**src/rtl/hazard_stall_unit_if.sv**
```systemverilog
// Pipeline-side bundle for the hazard/stall interlock: ID/EX/MEM observation
// signals in, stall/flush controls and multiply/divide status out.
interface hazard_stall_unit_if #(
   parameter int REG_ADDR_W  = 5,
   parameter int STALL_CNT_W = 16
);
   logic                   id_valid;
   logic [REG_ADDR_W-1:0]  id_rs;
   logic [REG_ADDR_W-1:0]  id_rt;
   logic                   id_uses_rs;
   logic                   id_uses_rt;
   logic                   id_is_branch;
   logic                   id_is_md;
   logic                   id_reads_hilo;
   logic                   ex_valid;
   logic [REG_ADDR_W-1:0]  ex_rd;
   logic                   ex_reg_write;
   logic                   ex_mem_read;
   logic [REG_ADDR_W-1:0]  mem_rd;
   logic                   mem_mem_read;
   logic                   branch_taken;

   logic                   pc_write;
   logic                   ifid_write;
   logic                   ifid_flush;
   logic                   idex_bubble;
   logic                   md_busy;
   logic [STALL_CNT_W-1:0] stall_count;
   // Debug view of the stall state: 0 RUN, 1 LOAD_STALL, 2 BRANCH_STALL, 3 MD_WAIT.
   logic [1:0]             dbg_state;

   modport master (
      output id_valid, id_rs, id_rt, id_uses_rs, id_uses_rt, id_is_branch,
             id_is_md, id_reads_hilo, ex_valid, ex_rd, ex_reg_write,
             ex_mem_read, mem_rd, mem_mem_read, branch_taken,
      input  pc_write, ifid_write, ifid_flush, idex_bubble, md_busy,
             stall_count, dbg_state
   );

   modport slave (
      input  id_valid, id_rs, id_rt, id_uses_rs, id_uses_rt, id_is_branch,
             id_is_md, id_reads_hilo, ex_valid, ex_rd, ex_reg_write,
             ex_mem_read, mem_rd, mem_mem_read, branch_taken,
      output pc_write, ifid_write, ifid_flush, idex_bubble, md_busy,
             stall_count, dbg_state
   );
endinterface

```
**src/rtl/hazard_stall_unit.sv**
```systemverilog
// Interlock beside the ID stage: stalls PC/IF/ID and bubbles ID/EX for hazards
// forwarding cannot cover (load-use, ID branch operands, busy mult/div unit).
module hazard_stall_unit #(
   parameter int REG_ADDR_W  = 5,
   parameter int MD_LATENCY  = 32,
   parameter int STALL_CNT_W = 16
) (
   input logic                clock,
   input logic                reset_n,
   hazard_stall_unit_if.slave hz
);

   typedef enum logic [1:0] {
      ST_RUN          = 2'd0,
      ST_LOAD_STALL   = 2'd1,
      ST_BRANCH_STALL = 2'd2,
      ST_MD_WAIT      = 2'd3
   } stall_state_e;

   localparam logic [7:0]             MD_LAT_C  = 8'(MD_LATENCY);
   localparam logic [REG_ADDR_W-1:0]  REG_ZERO_C = {REG_ADDR_W{1'b0}};
   localparam logic [STALL_CNT_W-1:0] CNT_MAX_C = {STALL_CNT_W{1'b1}};
   localparam logic [STALL_CNT_W-1:0] CNT_ONE_C = STALL_CNT_W'(1);

   // Register 0 is hardwired, so a write to it can never create a hazard.
   function automatic logic src_match(
      input logic                  valid,
      input logic                  uses_rs,
      input logic                  uses_rt,
      input logic [REG_ADDR_W-1:0] rs,
      input logic [REG_ADDR_W-1:0] rt,
      input logic [REG_ADDR_W-1:0] r
   );
      return valid && (r != REG_ZERO_C) &&
             ((uses_rs && (rs == r)) || (uses_rt && (rt == r)));
   endfunction

   logic [7:0]             md_cnt_q, md_cnt_d;
   stall_state_e           state_q, state_d;
   logic [STALL_CNT_W-1:0] stall_cnt_q, stall_cnt_d;

   logic match_ex_s, match_mem_s;
   logic load_use_s, br_haz_s, md_haz_s, stall_s, md_busy_s;

   // Hazard detection from the current ID/EX/MEM contents.
   always_comb begin
      md_busy_s   = (md_cnt_q != 8'd0);
      match_ex_s  = src_match(hz.id_valid, hz.id_uses_rs, hz.id_uses_rt,
                              hz.id_rs, hz.id_rt, hz.ex_rd);
      match_mem_s = src_match(hz.id_valid, hz.id_uses_rs, hz.id_uses_rt,
                              hz.id_rs, hz.id_rt, hz.mem_rd);
      load_use_s  = hz.ex_valid & hz.ex_mem_read & match_ex_s;
      br_haz_s    = hz.id_is_branch &
                    ((hz.ex_valid & hz.ex_reg_write & match_ex_s) |
                     (hz.mem_mem_read & match_mem_s));
      md_haz_s    = hz.id_valid & (hz.id_is_md | hz.id_reads_hilo) & md_busy_s;
      stall_s     = load_use_s | br_haz_s | md_haz_s;
   end

   // Pipeline controls; held in the safe frozen/bubble state while in reset.
   always_comb begin
      hz.pc_write    = 1'b0;
      hz.ifid_write  = 1'b0;
      hz.ifid_flush  = 1'b0;
      hz.idex_bubble = 1'b1;
      if (!reset_n) begin
         hz.pc_write    = 1'b0;
         hz.ifid_write  = 1'b0;
         hz.ifid_flush  = 1'b0;
         hz.idex_bubble = 1'b1;
      end else begin
         hz.pc_write    = ~stall_s;
         hz.ifid_write  = ~stall_s;
         hz.ifid_flush  = hz.branch_taken & ~stall_s;
         hz.idex_bubble = stall_s;
      end
   end

   // Next-state for the mult/div busy counter, stall FSM and stall counter.
   always_comb begin
      md_cnt_d    = md_cnt_q;
      state_d     = ST_RUN;
      stall_cnt_d = stall_cnt_q;

      if (hz.id_valid && hz.id_is_md && !stall_s) begin
         md_cnt_d = MD_LAT_C;
      end else if (md_cnt_q != 8'd0) begin
         md_cnt_d = md_cnt_q - 8'd1;
      end else begin
         md_cnt_d = 8'd0;
      end

      // A branch behind a load sees load_use first, then br_haz via MEM.
      if (load_use_s) begin
         state_d = ST_LOAD_STALL;
      end else if (br_haz_s) begin
         state_d = ST_BRANCH_STALL;
      end else if (md_haz_s) begin
         state_d = ST_MD_WAIT;
      end else begin
         state_d = ST_RUN;
      end

      if (stall_s && (stall_cnt_q != CNT_MAX_C)) begin
         stall_cnt_d = stall_cnt_q + CNT_ONE_C;
      end else begin
         stall_cnt_d = stall_cnt_q;
      end
   end

   // State registers; reset aborts any busy period or stall in progress.
   always_ff @(posedge clock or negedge reset_n) begin
      if (!reset_n) begin
         md_cnt_q    <= 8'd0;
         state_q     <= ST_RUN;
         stall_cnt_q <= {STALL_CNT_W{1'b0}};
      end else begin
         md_cnt_q    <= md_cnt_d;
         state_q     <= state_d;
         stall_cnt_q <= stall_cnt_d;
      end
   end

   assign hz.md_busy     = md_busy_s;
   assign hz.stall_count = stall_cnt_q;
   assign hz.dbg_state   = state_q;

endmodule

```
**src/flat_wrapper.sv**
```systemverilog
// flat-port wrapper written by rule: the top's interface ports become plain ports
module hazard_stall_unit_flat 
#(
   parameter int REG_ADDR_W  = 5,
   parameter int MD_LATENCY  = 32,
   parameter int STALL_CNT_W = 16
)
  (clock, reset_n, hz_id_valid, hz_id_rs, hz_id_rt, hz_id_uses_rs, hz_id_uses_rt, hz_id_is_branch, hz_id_is_md, hz_id_reads_hilo, hz_ex_valid, hz_ex_rd, hz_ex_reg_write, hz_ex_mem_read, hz_mem_rd, hz_mem_mem_read, hz_branch_taken, hz_pc_write, hz_ifid_write, hz_ifid_flush, hz_idex_bubble, hz_md_busy, hz_stall_count, hz_dbg_state);
  hazard_stall_unit_if #(.REG_ADDR_W(REG_ADDR_W), .STALL_CNT_W(STALL_CNT_W)) hz_i ();
  input logic clock;
  input logic reset_n;
  input wire logic [$bits(hz_i.id_valid)-1:0] hz_id_valid;
  input wire logic [$bits(hz_i.id_rs)-1:0] hz_id_rs;
  input wire logic [$bits(hz_i.id_rt)-1:0] hz_id_rt;
  input wire logic [$bits(hz_i.id_uses_rs)-1:0] hz_id_uses_rs;
  input wire logic [$bits(hz_i.id_uses_rt)-1:0] hz_id_uses_rt;
  input wire logic [$bits(hz_i.id_is_branch)-1:0] hz_id_is_branch;
  input wire logic [$bits(hz_i.id_is_md)-1:0] hz_id_is_md;
  input wire logic [$bits(hz_i.id_reads_hilo)-1:0] hz_id_reads_hilo;
  input wire logic [$bits(hz_i.ex_valid)-1:0] hz_ex_valid;
  input wire logic [$bits(hz_i.ex_rd)-1:0] hz_ex_rd;
  input wire logic [$bits(hz_i.ex_reg_write)-1:0] hz_ex_reg_write;
  input wire logic [$bits(hz_i.ex_mem_read)-1:0] hz_ex_mem_read;
  input wire logic [$bits(hz_i.mem_rd)-1:0] hz_mem_rd;
  input wire logic [$bits(hz_i.mem_mem_read)-1:0] hz_mem_mem_read;
  input wire logic [$bits(hz_i.branch_taken)-1:0] hz_branch_taken;
  output wire logic [$bits(hz_i.pc_write)-1:0] hz_pc_write;
  output wire logic [$bits(hz_i.ifid_write)-1:0] hz_ifid_write;
  output wire logic [$bits(hz_i.ifid_flush)-1:0] hz_ifid_flush;
  output wire logic [$bits(hz_i.idex_bubble)-1:0] hz_idex_bubble;
  output wire logic [$bits(hz_i.md_busy)-1:0] hz_md_busy;
  output wire logic [$bits(hz_i.stall_count)-1:0] hz_stall_count;
  output wire logic [$bits(hz_i.dbg_state)-1:0] hz_dbg_state;
  assign hz_i.id_valid = hz_id_valid;
  assign hz_i.id_rs = hz_id_rs;
  assign hz_i.id_rt = hz_id_rt;
  assign hz_i.id_uses_rs = hz_id_uses_rs;
  assign hz_i.id_uses_rt = hz_id_uses_rt;
  assign hz_i.id_is_branch = hz_id_is_branch;
  assign hz_i.id_is_md = hz_id_is_md;
  assign hz_i.id_reads_hilo = hz_id_reads_hilo;
  assign hz_i.ex_valid = hz_ex_valid;
  assign hz_i.ex_rd = hz_ex_rd;
  assign hz_i.ex_reg_write = hz_ex_reg_write;
  assign hz_i.ex_mem_read = hz_ex_mem_read;
  assign hz_i.mem_rd = hz_mem_rd;
  assign hz_i.mem_mem_read = hz_mem_mem_read;
  assign hz_i.branch_taken = hz_branch_taken;
  assign hz_pc_write = hz_i.pc_write;
  assign hz_ifid_write = hz_i.ifid_write;
  assign hz_ifid_flush = hz_i.ifid_flush;
  assign hz_idex_bubble = hz_i.idex_bubble;
  assign hz_md_busy = hz_i.md_busy;
  assign hz_stall_count = hz_i.stall_count;
  assign hz_dbg_state = hz_i.dbg_state;
  hazard_stall_unit #(.REG_ADDR_W(REG_ADDR_W), .MD_LATENCY(MD_LATENCY), .STALL_CNT_W(STALL_CNT_W)) u_core (.clock(clock), .reset_n(reset_n), .hz(hz_i));
endmodule
```
**config.mk**
```make
export PLATFORM = sky130hd
export DESIGN_NAME = hazard_stall_unit_flat
export DESIGN_NICKNAME = d
export VERILOG_FILES = /design/src/rtl/hazard_stall_unit_if.sv /design/src/rtl/hazard_stall_unit.sv /design/src/flat_wrapper.sv
export SDC_FILE = /design/constraint.sdc
export NUM_CORES = 1
export LEC_CHECK = 0
export CAP_MARGIN = 20
export CORE_MARGIN = 2
export CORE_UTILIZATION = 50
export DETAILED_ROUTE_END_ITERATION = 8
export PLACE_DENSITY = 0.95
export SLEW_MARGIN = 30
export SYNTH_ARGS = -nofsm -noshare
export SYNTH_HDL_FRONTEND = slang
export SYNTH_SLANG_ARGS = --single-unit
```
**constraint.sdc**
```tcl
create_clock -name clock -period 5.6 [get_ports clock]
set_input_delay 0.56 -clock clock [delete_from_list [all_inputs] [get_ports clock]]
set_output_delay 0.56 -clock clock [all_outputs]
set_load 0.05 [all_outputs]
```
==> metrics.md <==
| Metric | Value |
|---|---|
| Fillers | 284 |
| Max cap viols | 0 |
| FF+latch count, synth | 26 |
| Reg power frac | 37.5% |
| Setup_tns | 0 ns |
| CTS Buf Count | 3 |
| Multi-input gate area | 1030 um2 |
| Status | completed |
| Postcts setup bufs | 0 |
| CP top delay family | simple AND/OR/NAND/NOR gates |
| R2r worst-path depth | 7 |
| Period Utilization, post-route | 69.8% |
| Mean Syn Cell Area | 10.1 um2 |
| Total GRT Usage | roughly 21% |
| Routed vias/inst | between 5 and 6 |
| Drt pass-1 iters | 5 |
| Hold-fix buffers, CTS | 0 |
| Worst-case clock buffer depth | 2 |
| Comb power frac | 51.5% |
| Clk pwr share | 11.0% |
| Die Wd | 63.4 um |
| Crit-path max FO | 17 |
| WL/cell | 14.1 um |
| Least-Margin Pin Slew | 0.665 ns |
| Clock Latency Late Sink | between 0.3 and 0.4 ns |
| Lkg Pwr | 0.930 nW |
| Post-synth top flop | dfrtp_1 |
| Share of the synthesized area in the top cell type | 36.9% |
| ANT nets after route | 0 |
| Levels on crit path | 8 |
| Die extent in y | ~63 um |
| NumNets Final | 266 |
| Routability cong. | slightly above 0.9 |
| Global-route wire length before repair | around 7000 um |
| Commonest non-fill, non-tap cell in the layout | clkdlybuf4s50_1 |
| Largest net degree at the start of global routing | 28 |
| Die area | 4020 um2 |
| CTS H-tree lvls | 1 |
| Tightest hold margin | 0.477 ns |
| Asr flop ratio synth | 100% |
| Vias in the first global route | between 1000 and 1500 |
| Diode count | 0 |
| Post-CTS sizing | 0 |
| Rel. slew slack | 55.6% |
| Unrepaired setup endpoints after global routing | false |
| I/O Buffers | 55 |
| Crit path time final | approximately 4 ns |
| Kind of critical path | reg -> out |
| Cell taking the most area after synthesis | dfrtp_1 |
| Hold Path Class | reg -> reg |
| Worst path slowest cell | clkdlybuf4s50_1 |
| Crit path cell chain | inv_1 -> ha_1 -> and4b_1 -> nor2_4 -> a21oi_4 -> and3_1 -> and2_1 -> clkdlybuf4s50_1 |
| Area Growth Syn to Fin | 34.2% |
| Internal Power | around 470 uW |
| Vias | 1458 |
| Routed wire length | 3890 um |
| Most frequent cells in the layout | 55 x clkdlybuf4s50_1, 26 x dfrtp_1, 24 x xnor2_1 |
| Clock Skews | 0.00389 ns |
| Syn Nets | 210 |
| PwrDens | 365 nW/um2 |
| Clock Sinks | 26 |
| Row cnt | 21 |
| Sequential cell area fraction in the yosys report | between 30% and 40% |
| Area contributors post-synth | dfrtp_1 37%, xnor2_1 12%, xor2_1 6.0%, a211oi_2 5.7%, a2111oi_2 3.4% |
| Crit path buf inv count | 2 |
| Cell Area, Synth | 1760 um2 |
| Root Buffer | clkbuf_4 |
| Post-synth EDFFs | 0 |
| WHS Path Cells | 1 |
| VDD IR-drop max | 0.338 mV |
| Clock tree from TritonCTS | done |
| Slew Limit Fails | 0 |
| Arr. time, crit path | 3.35 ns |
| Clock-pin transition on the worst setup and hold timing paths | approximately 0.13 ns |
| DP HPWL | 3060 um |
| I/O pins | between 50 and 60 |
| Synth warn | 0 |
| Switching Share | 45.7% |
| Core Area | 3360 um2 |
| Starting density of the core | 52.5% |
| Sw power | 396 uW |
| Fmax | 0.256 GHz |
| Crit path required time | 5.04 ns |
| Yosys cell types | 42 |
| Final hold vios | 0 |
| GRT overflow | 0 |
| DRC | 0 |
| Setup violations, final | 0 |
| Syn Inst Count | around 180 |
| Layout cell share with drive strength beyond 1 | 13.0% |
| Drt initial violations | 37 |
| Initial antenna violation count | 0 |
| Critical path's largest stage delay | slightly below 0.8 ns |
| Worst Setup End Kind | output pin |
| Register area | roughly 650 um2 |
| CP startpoint kind | flip-flop |
[power groups by stage]
stage | Sequential (mW) | Combinational (mW) | Clock [mW]
floorplan | 0.442 | 0.180 | 0
global placement | 0.326 | 0.435 | 0
detailed placement | 0.328 | 0.445 | 0
CTS | 0.324 | 0.450 | 0.0983
global route | 0.335 | 0.478 | 0.106
finish | 0.324 | 0.446 | 0.0955
[per-stage QoR]
step           total power [mW]  cells  setup WS (ns)  utilization (%)  instance area, um2
2_1_floorplan             0.622    175           2.59                -                1760
3_3_place_gp              0.761    272           1.82             69.3                2330
3_5_place_dp              0.773    272           1.76             69.3                2330
4_1_cts                   0.872    276           1.67             70.4                2370
5_1_grt                   0.919    276           1.47             70.4                2370
6_report                  0.865    276           1.69             70.4                2370
[registers in the layout, indices dropped and copies added (netlist names)]
register               count
u_core.hz.dbg_state        2
u_core.hz.stall_count     16
u_core.md_cnt_q            8
[per-layer routing]
| layer | global-route usage (%) | part of all wire, % | vias to the layer above |
|---|---|---|---|
| met5 | 0 | 0 | - |
| met4 | 5.71 | 1.9 | 0 |
| met3 | 5.00 | 4.5 | 8 |
| met2 | 34.9 | 47 | 32 |
| met1 | 28.9 | 47 | 693 |
| li1 | - | - | 725 |
[layout make-up]
| cell class | instances | area share (%) |
|---|---|---|
| tap | 46 | 2.43 |
| sequential | 26 | 27.5 |
| inverter | 8 | 1.27 |
| multi-input combinational | 136 | 43.7 |
| clock buffer | 4 | 1.53 |
| timing repair buffer | 56 | 23.6 |
[cell families after synthesis]
| family | share of synthesized area [%] |
|---|---|
| adders and majority gates | 1.42 |
| AOI/OAI and AO/OA | 15.7 |
| xor gates and xnor gates | 17.9 |
| DFF | 36.9 |
| buffers and inverters | 4.47 |
| muxes | 2.69 |
| and+or+nand+nor | 21.0 |
[cell usage after synthesis, types with 2 or more instances]
master / instances
a2111oi_2: 4
a211oi_2: 8
a21o_1: 2
a21oi_1: 3
a21oi_2: 2
and2_1: 2
and3_1: 3
buf_4: 3
dfrtp_1: 26
ha_1: 2
inv_1: 8
nand2_1: 15
nand2b_1: 3
nand3_1: 11
nand4_1: 4
nor2_1: 12
nor3_1: 7
o21ai_1: 2
xnor2_1: 24
xor2_1: 12
[worst paths after layout]
kind	from	end	slack (ns)
max in group asynchronous	reset_n	u_core.md_cnt_q[7]$_DFF_PN0_	4.76
setup reg to reg	u_core.md_cnt_q[0]$_DFF_PN0_	u_core.hz.stall_count[1]$_DFFE_PN0P_	3.23
setup / recovery	u_core.md_cnt_q[0]$_DFF_PN0_	hz_ifid_flush	1.69
min in group asynchronous	reset_n	u_core.hz.dbg_state[0]$_DFF_PN0_	0.59
hold / removal	u_core.md_cnt_q[0]$_DFF_PN0_	u_core.md_cnt_q[0]$_DFF_PN0_	0.48
hold reg to reg	u_core.md_cnt_q[0]$_DFF_PN0_	u_core.md_cnt_q[0]$_DFF_PN0_	0.48
No activity file was read; power rests on OpenSTA's default activity.
